[src/rtl/reg_bank_arbiter.sv]
// ---------------------------------------------------------------------------
// reg_bank_arbiter
//
// Round-robin write arbiter for two producers sharing a small bank of
// enable-D flip-flop registers. At most one write is granted per cycle; the
// winner sees a one-cycle ack, and the registered one-hot enable and data
// bus drive the bank one edge later. The bank itself lives inside this
// module, so this block is the only source of its enables.
//
// Ports:
//   clk                 single clock, rising-edge
//   reset_n             asynchronous active-low reset
//   req0/addr0/wdata0   write request, target register and data, requester 0
//   req1/addr1/wdata1   write request, target register and data, requester 1
//   ack0/ack1           one-cycle grant pulse to the winning requester
//   en                  registered one-hot bank enable (all zero when idle)
//   d                   registered bank write data (holds when idle)
//   last_grant          requester that most recently won (0 or 1)
//   raddr               read address
//   rdata               combinational read of bank[raddr], 0 if out of range
// ---------------------------------------------------------------------------
module reg_bank_arbiter #(
  parameter int WIDTH = 8,
  parameter int NREG  = 4,
  parameter int AW    = 2
) (
  input  logic             clk,
  input  logic             reset_n,
  input  logic             req0,
  input  logic [AW-1:0]    addr0,
  input  logic [WIDTH-1:0] wdata0,
  input  logic             req1,
  input  logic [AW-1:0]    addr1,
  input  logic [WIDTH-1:0] wdata1,
  output logic             ack0,
  output logic             ack1,
  output logic [NREG-1:0]  en,
  output logic [WIDTH-1:0] d,
  output logic             last_grant,
  input  logic [AW-1:0]    raddr,
  output logic [WIDTH-1:0] rdata
);

  localparam logic [1:0] IDLE = 2'd0;
  localparam logic [1:0] G0   = 2'd1;
  localparam logic [1:0] G1   = 2'd2;

  logic [1:0]       state;
  logic [1:0]       state_next;
  logic             elig0;
  logic             elig1;
  logic [NREG-1:0]  dec0;
  logic [NREG-1:0]  dec1;
  logic [WIDTH-1:0] bank [NREG];

  // The acks are decoded straight from the registered state, so they carry
  // no combinational path from the request inputs.
  assign ack0 = (state == G0);
  assign ack1 = (state == G1);

  // A requester still seeing its own ack is holding req only until it
  // samples that ack, so it must not be granted again on this edge.
  assign elig0 = req0 & ~ack0;
  assign elig1 = req1 & ~ack1;

  // Address decode per requester. Addresses at or above NREG match no bit,
  // which yields an all-zero enable: the write is acked but lands nowhere.
  always_comb begin
    dec0 = '0;
    dec1 = '0;
    for (int i = 0; i < NREG; i++) begin
      if (addr0 == AW'(i)) dec0[i] = 1'b1;
      if (addr1 == AW'(i)) dec1[i] = 1'b1;
    end
  end

  // Round-robin choice: on contention the requester that did not win last
  // time gets the grant.
  always_comb begin
    state_next = IDLE;
    if (elig0 && elig1) begin
      state_next = last_grant ? G0 : G1;
    end else if (elig0) begin
      state_next = G0;
    end else if (elig1) begin
      state_next = G1;
    end
  end

  // Enable and data are loaded on the same edge that enters a grant state,
  // so they line up with the ack cycle. In idle the enable drops but the
  // data bus keeps its last value.
  always_ff @(posedge clk or negedge reset_n) begin
    if (!reset_n) begin
      state      <= IDLE;
      en         <= '0;
      d          <= '0;
      last_grant <= 1'b1;
    end else begin
      state <= state_next;
      case (state_next)
        G0: begin
          en         <= dec0;
          d          <= wdata0;
          last_grant <= 1'b0;
        end
        G1: begin
          en         <= dec1;
          d          <= wdata1;
          last_grant <= 1'b1;
        end
        default: begin
          en <= '0;
        end
      endcase
    end
  end

  // The bank: each register is an enable-D flop fed by the shared data bus.
  // A reset that arrives during a grant clears en/d and the bank together,
  // so the pending write never lands.
  always_ff @(posedge clk or negedge reset_n) begin
    if (!reset_n) begin
      for (int i = 0; i < NREG; i++) begin
        bank[i] <= '0;
      end
    end else begin
      for (int i = 0; i < NREG; i++) begin
        if (en[i]) bank[i] <= d;
      end
    end
  end

  // Read port; out-of-range read addresses match nothing and return zero.
  always_comb begin
    rdata = '0;
    for (int i = 0; i < NREG; i++) begin
      if (raddr == AW'(i)) rdata = bank[i];
    end
  end

endmodule

[config.mk]
export PLATFORM = sky130hd
export DESIGN_NAME = reg_bank_arbiter
export DESIGN_NICKNAME = d
export VERILOG_FILES = /design/src/rtl/reg_bank_arbiter.sv
export SDC_FILE = /design/constraint.sdc
export NUM_CORES = 1
export LEC_CHECK = 0
export ABC_AREA = 0
export BUFFER_PORTS_ARGS = -buffer_cell sky130_fd_sc_hd__buf_2
export CORE_MARGIN = 4
export CORE_UTILIZATION = 40
export DETAILED_ROUTE_END_ITERATION = 16
export PLACE_DENSITY_LB_ADDON = 0.08
export SETUP_SLACK_MARGIN = 0.4
export SYNTH_ARGS = -nofsm -noshare
export SYNTH_HDL_FRONTEND = slang
export SYNTH_SLANG_ARGS = --single-unit
[constraint.sdc]
create_clock -name clk -period 4.6 [get_ports clk]
set_clock_uncertainty 0.1 [all_clocks]
set_input_delay 0.69 -clock clk [delete_from_list [all_inputs] [get_ports clk]]
set_output_delay 0.69 -clock clk [all_outputs]
set_load 0.005 [all_outputs]
======== Word level (Yosys, flattened, before mapping) ========
Cells that the tools add are included.
storage, ports and cells
  output and inout port bits .............. 23
  register bits ........................... 47
  logic and storage cells ................. 49
  input bits .............................. 26
operators by class
  mux-type cells .......................... 19
  bitwise logic cells ..................... 4
  reductions and logical operators ........ 5
  equal/unequal tests ..................... 13
operators by type and width
  cell                                                 count
  2-to-1 mux 8 bit                                     4
  equality test 2 bit, second input constant           8
  one-hot mux 8 bit (2 select lines)                   1
  equality test 2 x 1 -> 1 bit, second input constant  5
  2-to-1 mux 1 bit                                     8
  2-to-1 mux 2 bit                                     4
  one-hot mux 4 bit (2 select lines)                   1
  zero test 2 bit                                      3
  AND 1 bit                                            2
  NOT 1 bit                                            2
  one-hot mux 1 bit (2 select lines)                   1
  nonzero test 2 bit                                   1
  logical AND 1 bit                                    1

======== Logic depth before layout (Yosys ltp) ========
Gate-level depths: netlist (run 1).
  depth after elaboration ................. 8
  mapped depth ............................ 8
  mapped depth without buffers ............ 7

======== Worst setup path before layout (run 1) ========
No wires, ideal clock.
  path type ............................... input to register
  start ................................... input port req0
  end ..................................... register en[3]
  arrival ................................. 1.963 ns
  path buffers ............................ 1
  setup time .............................. 0.137 ns
  cell stages on the path ................. 8
  path slack .............................. 2.401 ns
  required time ........................... 4.363 ns
  path through ............................ nand2_1 -> maj3_2 -> and2_1 -> ha_1 -> buf_6 -> and2_1 -> a31oi_1 -> nor3_1
on the way
  cells in the longest elaborated chain, start to end .. 5
  elaborated cells between the ends (all ways) .. 7
  those cells by class .................... eq/ne (2); mux (3); bitwise (1); reduce/logical (1)
RTL lines
  item                                                                 RTL line  source
  from (decl)                                                          29        input logic req0,
  AND 1 bit (*)                                                        63        assign elig0 = req0 & ~ack0;
  2-to-1 mux 2 bit or logical AND 1 bit (tied branches)                83, 81
  2-to-1 mux 2 bit (*)                                                 81        if (elig0 && elig1) begin
  net state_next[1]                                                    49        logic [1:0] state_next;
  equality test 2 bit or equality test 2 x 1 -> 1 bit (tied branches)  101       case (state_next)
  one-hot mux 4 bit (2 select lines) (*)                               101
  to (signal assigned)                                                 103       en <= dec0;
  to (signal assigned)                                                 108       en <= dec1;
  to (signal assigned)                                                 113       en <= '0;
  to (decl)                                                            37        output logic [NREG-1:0] en,
Mark *: on every way through the listed nets, which the timed path passes. The rest lies on a longest branch.
A chain may end at the register's enable or synchronous reset.

======== Worst setup path after layout (run 1) ========
  start ................................... input port raddr[0]
  end ..................................... output port rdata[0]
on the way
  cells in the longest elaborated chain, start to end .. 5
  elaborated cells between the ends (all ways) .. 8
  those cells by class .................... eq/ne (3); mux (4); reduce/logical (1)
RTL lines
  item                           RTL line  source
  from (decl)                    40        input logic [AW-1:0] raddr,
  zero test 2 bit                138       if (raddr == AW'(i)) rdata = bank[i];
  2-to-1 mux 8 bit (3 in a row)  138
  2-to-1 mux 8 bit (*)           138
  to (decl)                      41        output logic [WIDTH-1:0] rdata
Mark *: on every way between the ends. The rest lies on a longest branch, timed or not.

==> impl_metrics.json, run 1 <==
{
  "status": "completed",
  "pre_cts_ws_ns": 1.87,
  "hold_viol_final": 0,
  "clkTransAtPathRegs_ns": 0.09,
  "cp.required_ns": 3.81,
  "chipWidth_um": 80.8,
  "drv_cap": 0,
  "worst_pin_slew_ns": 1.00,
  "crit_path_end_kind": "output pin",
  "clk_latency_ns": 0.30,
  "wire_per_inst_um": 16.3,
  "cp_slowest_cell": "mux4_2",
  "grt_max_degree": 48,
  "cts_resized": 0,
  "areaGrowthSynthToFinish_pct": 18.6,
  "power_mw": 1.48,
  "fin_ws_ns": 2.15,
  "cts_tree": "done",
  "hold_ws_ns": 0.409,
  "chipHeight_um": 80.8,
  "fp.coreArea_mm2": 0.00511,
  "ir_worst_vdd_mv": 0.243,
  "drt_iter0_markers": 87,
  "ys_seq_area_share_pct": 55.5,
  "initial_core_util_pct": 41.5,
  "yosys_warnings": 0,
  "routed_wl_um": 4290,
  "start_kind": "input pin",
  "clock_sinks": 47,
  "die-area_mm2": 0.00653,
  "dp_hpwl_um": 3050,
  "antenna_found_initial": 0,
  "clockBufferDepth": 2,
  "synth_nets": 175,
  "hold_class": "reg2reg",
  "critPathMaxStageDelay_ns": 0.55,
  "grtUsageTotal_pct": 14.2,
  "finalSetupTns_ns": 0,
  "worstPathMaxFanout": 8,
  "postCtsSetupBuffers": 0,
  "setup_viol": 0,
  "path_cells": "buf_2 -> mux4_2 -> buf_2",
  "route.detailed.drc": 0,
  "viasPerCell": 5.05,
  "utilization_pct": 49.2,
  "hold_buffers": 0,
  "grt-ovfl-total": 0,
  "fillerInstances": 472,
  "power_density_mw_per_mm2": 587,
  "grt_pass1_vias": 1341,
  "diodes": 0,
  "drive_above_1_share_pct": 52.6,
  "rsz0062_at_grt": "no",
  "synth-seq-cells": 47,
  "p_leak_nw": 1.16,
  "r2r_slack_ns": 2.20,
  "avgSynthCellArea_um2": 14.4,
  "clockRootBuffer": "clkbuf_8",
  "grt_pass1_wl_um": 6780,
  "nNetsFinal": 221,
  "rows": 26,
  "cp_top_family": "multiplexers",
  "cpMostUsedCell": "buf_2",
  "ys_types": 26,
  "fin_crit_sh_pct": 53.4,
  "portBuffers": 48,
  "multiInputGateArea_um2": 877,
  "drv_slew": 0,
  "ant_nets": 0,
  "syn_area_mm2": 0.00212,
  "maxClockFrequency_ghz": 0.407,
  "criticalPathCategory": "in2out",
  "relSlewSlack_pct": 33.0,
  "critical_path_buf_inv_count": 2,
  "layout_min_cycle_time_ns": 2.45,
  "vias": 1332,
  "gp_congestion": 0.667,
  "syn_inst": 147,
  "htreeDepth": 2,
  "register_area_mm2": 0.00118,
  "cp.arrival_ns": 1.66,
  "dr.pass1.iters": 4,
  "io_pins": 49,
  "cts_buffers": 5
}
cell usage in the layout, fill, tap and decap left out, drive strengths merged:
| cell type | instances |
|---|---|
| nand2 | 11 |
| nand2b | 1 |
| nor3b | 1 |
| mux2 | 33 |
| nor2 | 2 |
| bufinv | 1 |
| ha | 2 |
| and2 | 2 |
| a31oi | 2 |
| nor3 | 2 |
| mux2i | 9 |
| o21a | 1 |
| mux4 | 8 |
| inv | 4 |
| dfstp | 1 |
| maj3 | 1 |
| o21ai | 10 |
| a21oi | 1 |
| o32a | 1 |
| clkbuf | 6 |
| buf | 48 |
| dfrtp | 46 |
| nor2b | 1 |
layer usage:
layer | share of wire [%] | vias to the layer above | GRT usage, %
li1 | - | 616 | -
met1 | 40 | 670 | 16.6
met2 | 52 | 41 | 24.7
met3 | 7.1 | 5 | 4.43
met4 | 1.2 | 0 | 4.56
met5 | 0 | - | 0
cells by family after synthesis:
kind of cell	count (synthesis)	synth area share (%)
mux	50	30.9
compound gates	15	4.01
buf+inv	12	3.13
flops	47	55.5
simple gates	20	4.78
fa+ha+maj	3	1.71
path summary, 6_finish.rpt:
kind	startpoint	end	depth (start not counted)
min reg2reg	bank[5]	bank[5]	1
min	bank[5]	bank[5]	1
max reg2reg	last_grant	en[2]	7
min in group asynchronous	reset_n	bank[18]	1
max	raddr[0]	rdata[0]	3
max in group asynchronous	reset_n	bank[3]	1
synthesized netlist by cell type, drive strengths merged:
cell type   n  area [um^2]
nand2      11         41.3
mux4        8          180
buf         6         42.5
mux2i       9          103
clkbuf      3         12.5
a31oi       2         12.5
mux2       33          372
o21ai      10         50.1
nor3        2         15.0
ha          2         25.0
nand2b      1         6.26
dfstp       1         26.3
nor2        2         7.51
nor2b       1         6.26
maj3        1         11.3
o32a        1         10.0
dfrtp      46         1150
and2        2         12.5
nor3b       1         12.5
a21oi       1         5.00
o21a        1         7.51
inv         3         11.3
final cells by class:
| cell class | instances | share of cell area, % |
|---|---|---|
| Clock buffer | 6 | 3.28 |
| Clock inverter | 2 | 1.54 |
| Inverter | 3 | 0.448 |
| Multi-Input combinational cell | 88 | 34.9 |
| Sequential cell | 47 | 46.8 |
| Tap cell | 70 | 3.48 |
| Timing Repair Buffer | 48 | 9.55 |
worst reg2reg max path: cells and delay by family (launching register included):
family | cells | cell delay (ns)
multiplexers | 1 | 0.36
buffers and inverters | 1 | 0.23
AND/OR/NAND/NOR | 3 | 0.34
adder cells (fa/ha/maj) | 2 | 0.75
flip-flops | 1 | 0.56
sequential cells by signal, indices dropped and copies added (netlist names):
name	cells
bank	32
d	8
en	4
last_grant	1
state	2
power breakdown:
group          internal, mW  switching (mW)
logic                 0.271           0.168
clock network         0.179           0.137
registers             0.591           0.131
total                  1.04           0.436
stage by stage:
step / area (um^2) / instances
after detailed placement: 2390 / 256
after global placement: 2390 / 256
final: 2510 / 264
after global routing: 2510 / 264
after CTS: 2510 / 264
after floorplan: 2120 / 147
Power figures use the tool's default switching activity.
==> run 2: changes to the inputs <==
clock period = 2.3 ns   (was 4.6 ns; I/O delays follow)
==> run 2 against run 1 <==
Non-clock buffer count is 10 higher. Critical path depth is 4 higher. Global-route usage is 1.7 points higher. Utilization is 3.2 points higher. Critical path type is now reg2reg. Critical endpoint is now en[1].
==> impl_metrics.json, run 2 (synthesis results as in run 1) <==
{
  "status": "completed",
  "register_area_mm2": 0.00118,
  "power_density_mw_per_mm2": 1190,
  "route.detailed.drc": 0,
  "hold_buffers": 0,
  "grt_use_met1_pct": 20.1,
  "antenna_found_initial": 0,
  "cp_slowest_cell": "dfstp_2",
  "p_leak_nw": 1.24,
  "grt_pass1_wl_um": 7560,
  "wire_per_inst_um": 17.3,
  "die-area_mm2": 0.00653,
  "finalSetupTns_ns": 0,
  "crit_path_end_kind": "flip-flop",
  "grt_max_degree": 48,
  "worstPathMaxFanout": 5,
  "clk_latency_ns": 0.30,
  "largest_reg_flops": 32,
  "gp_congestion": 0.729,
  "vias": 1377,
  "clkTransAtPathRegs_ns": 0.09,
  "io_pins": 49,
  "r2r_slack_ns": 0.35,
  "viasPerCell": 5.03,
  "rsz0062_at_grt": "yes",
  "chipHeight_um": 80.8,
  "fillerInstances": 471,
  "drt_iter0_markers": 55,
  "cp.required_ns": 2.39,
  "routed_wl_um": 4750,
  "crit-reg2reg-capture": "en[1]",
  "drv_slew": 0,
  "use_met2_pct": 26.5,
  "r2r_cells": 7,
  "grtUsageTotal_pct": 15.9,
  "clockBufferDepth": 2,
  "largestRegisters": "bank x32, d x8, en x4",
  "criticalPathCategory": "reg2reg",
  "grt_use_met3_pct": 4.99,
  "fp.coreArea_mm2": 0.00511,
  "portBuffers": 48,
  "diodes": 0,
  "numPlacedInstances": 257,
  "hold_class": "in2async",
  "gr-max-usage-layer": "met2",
  "pre_cts_ws_ns": 0.248,
  "reg2reg_from": "last_grant",
  "chipWidth_um": 80.8,
  "path_cells": "nand2_2 -> maj3_2 -> and2_4 -> ha_4 -> buf_12 -> mux2i_4 -> nor3b_2",
  "grt_pass1_vias": 1464,
  "largest-register": "bank",
  "dp_hpwl_um": 3130,
  "final_common_cell": "buf_2",
  "clock_sinks": 47,
  "worst_pin_slew_ns": 0.606,
  "layout_min_cycle_time_ns": 1.95,
  "rows": 26,
  "ant_nets": 0,
  "ir_worst_vdd_mv": 0.594,
  "clockRootBuffer": "clkbuf_8",
  "drv_cap": 0,
  "hold_ws_ns": 0.0297,
  "hold_viol_final": 0,
  "cts_tree": "done",
  "fin_crit_sh_pct": 84.8,
  "grt-ovfl-total": 0,
  "maxClockFrequency_ghz": 0.513,
  "multiInputGateArea_um2": 918,
  "htreeDepth": 2,
  "start_kind": "flip-flop",
  "dr.pass1.iters": 4,
  "nNetsFinal": 231,
  "setup_viol": 0,
  "critPathMaxStageDelay_ns": 0.56,
  "relSlewSlack_pct": 59.6,
  "areaGrowthSynthToFinish_pct": 26.3,
  "cts_buffers": 5,
  "finalNonFillerCells": 274,
  "fin_ws_ns": 0.350,
  "drive_above_1_share_pct": 57.8,
  "cp.arrival_ns": 2.04,
  "layout_common_cells": "48 x buf_2, 46 x dfrtp_1, 32 x mux2_2",
  "initial_core_util_pct": 41.5
}
-- run 2: cell count changes in the layout (fill, tap and decap cells not counted), moves of 2 or more --
cell	delta
and2_4	+2
and2_1	-2
buf_12	+2
buf_6	+2
buf_4	+6
ha_1	-2
-- run 2: through the flow --
stage               util (%)  instance area [um^2]  total power, mW
floorplan                  -                  2160             2.04
global placement        47.6                  2430             2.35
detailed placement      47.6                  2430             2.41
CTS                     51.5                  2630             3.16
global route            52.4                  2680             3.41
finish                  52.4                  2680             3.19
-- run 2: area by class of cell --
class,count,area share [%]
Clock buffer,6,2.71
Clock inverter,2,2.24
Tap cell,70,3.27
Inverter,3,0.514
Sequential cell,47,44.0
Multi-Input combinational cell,88,34.3
Timing Repair Buffer,58,13.0
-- run 2: routing by layer --
metal | routed length, um | up-vias
met5 | 0 | -
met4 | 51 | 0
met3 | 254 | 5
met2 | 2340 | 42
met1 | 2110 | 692
li1 | - | 638
-- run 2: what timing repair did --
item,CTS,global route
resized for setup,2,5
endpoints found under the setup margin,4,13
buffers inserted,6,3
-- run 2: worst max-delay path by stage --
| stage | start | to | slack, ns | cells after the start |
|---|---|---|---|---|
| after floorplan | last_grant | en[3] | 0.40 | 8 |
| after global routing | last_grant | en[1] | 0.27 | 7 |
| after detailed placement | last_grant | en[2] | 0.25 | 7 |
| after CTS | last_grant | en[1] | 0.37 | 7 |
| after global placement | last_grant | en[2] | 0.32 | 7 |
| final | last_grant | en[1] | 0.35 | 7 |
-- run 2: worst max-delay path: cells and delay by family (launching register included) --
kind	cells	cell delay (ns)
adders and majority gates	2	0.50
buffers and inverters	1	0.13
DFF	1	0.56
muxes	1	0.18
and+or+nand+nor	3	0.37
-- run 2: power by group --
part           total (mW)  leakage [nW]  switching [mW]  internal [mW]
Sequential           1.44         0.586           0.262           1.18
Clock               0.704        0.0654           0.270          0.434
Combinational        1.04         0.585           0.386          0.653
Total                3.19          1.24           0.918           2.27
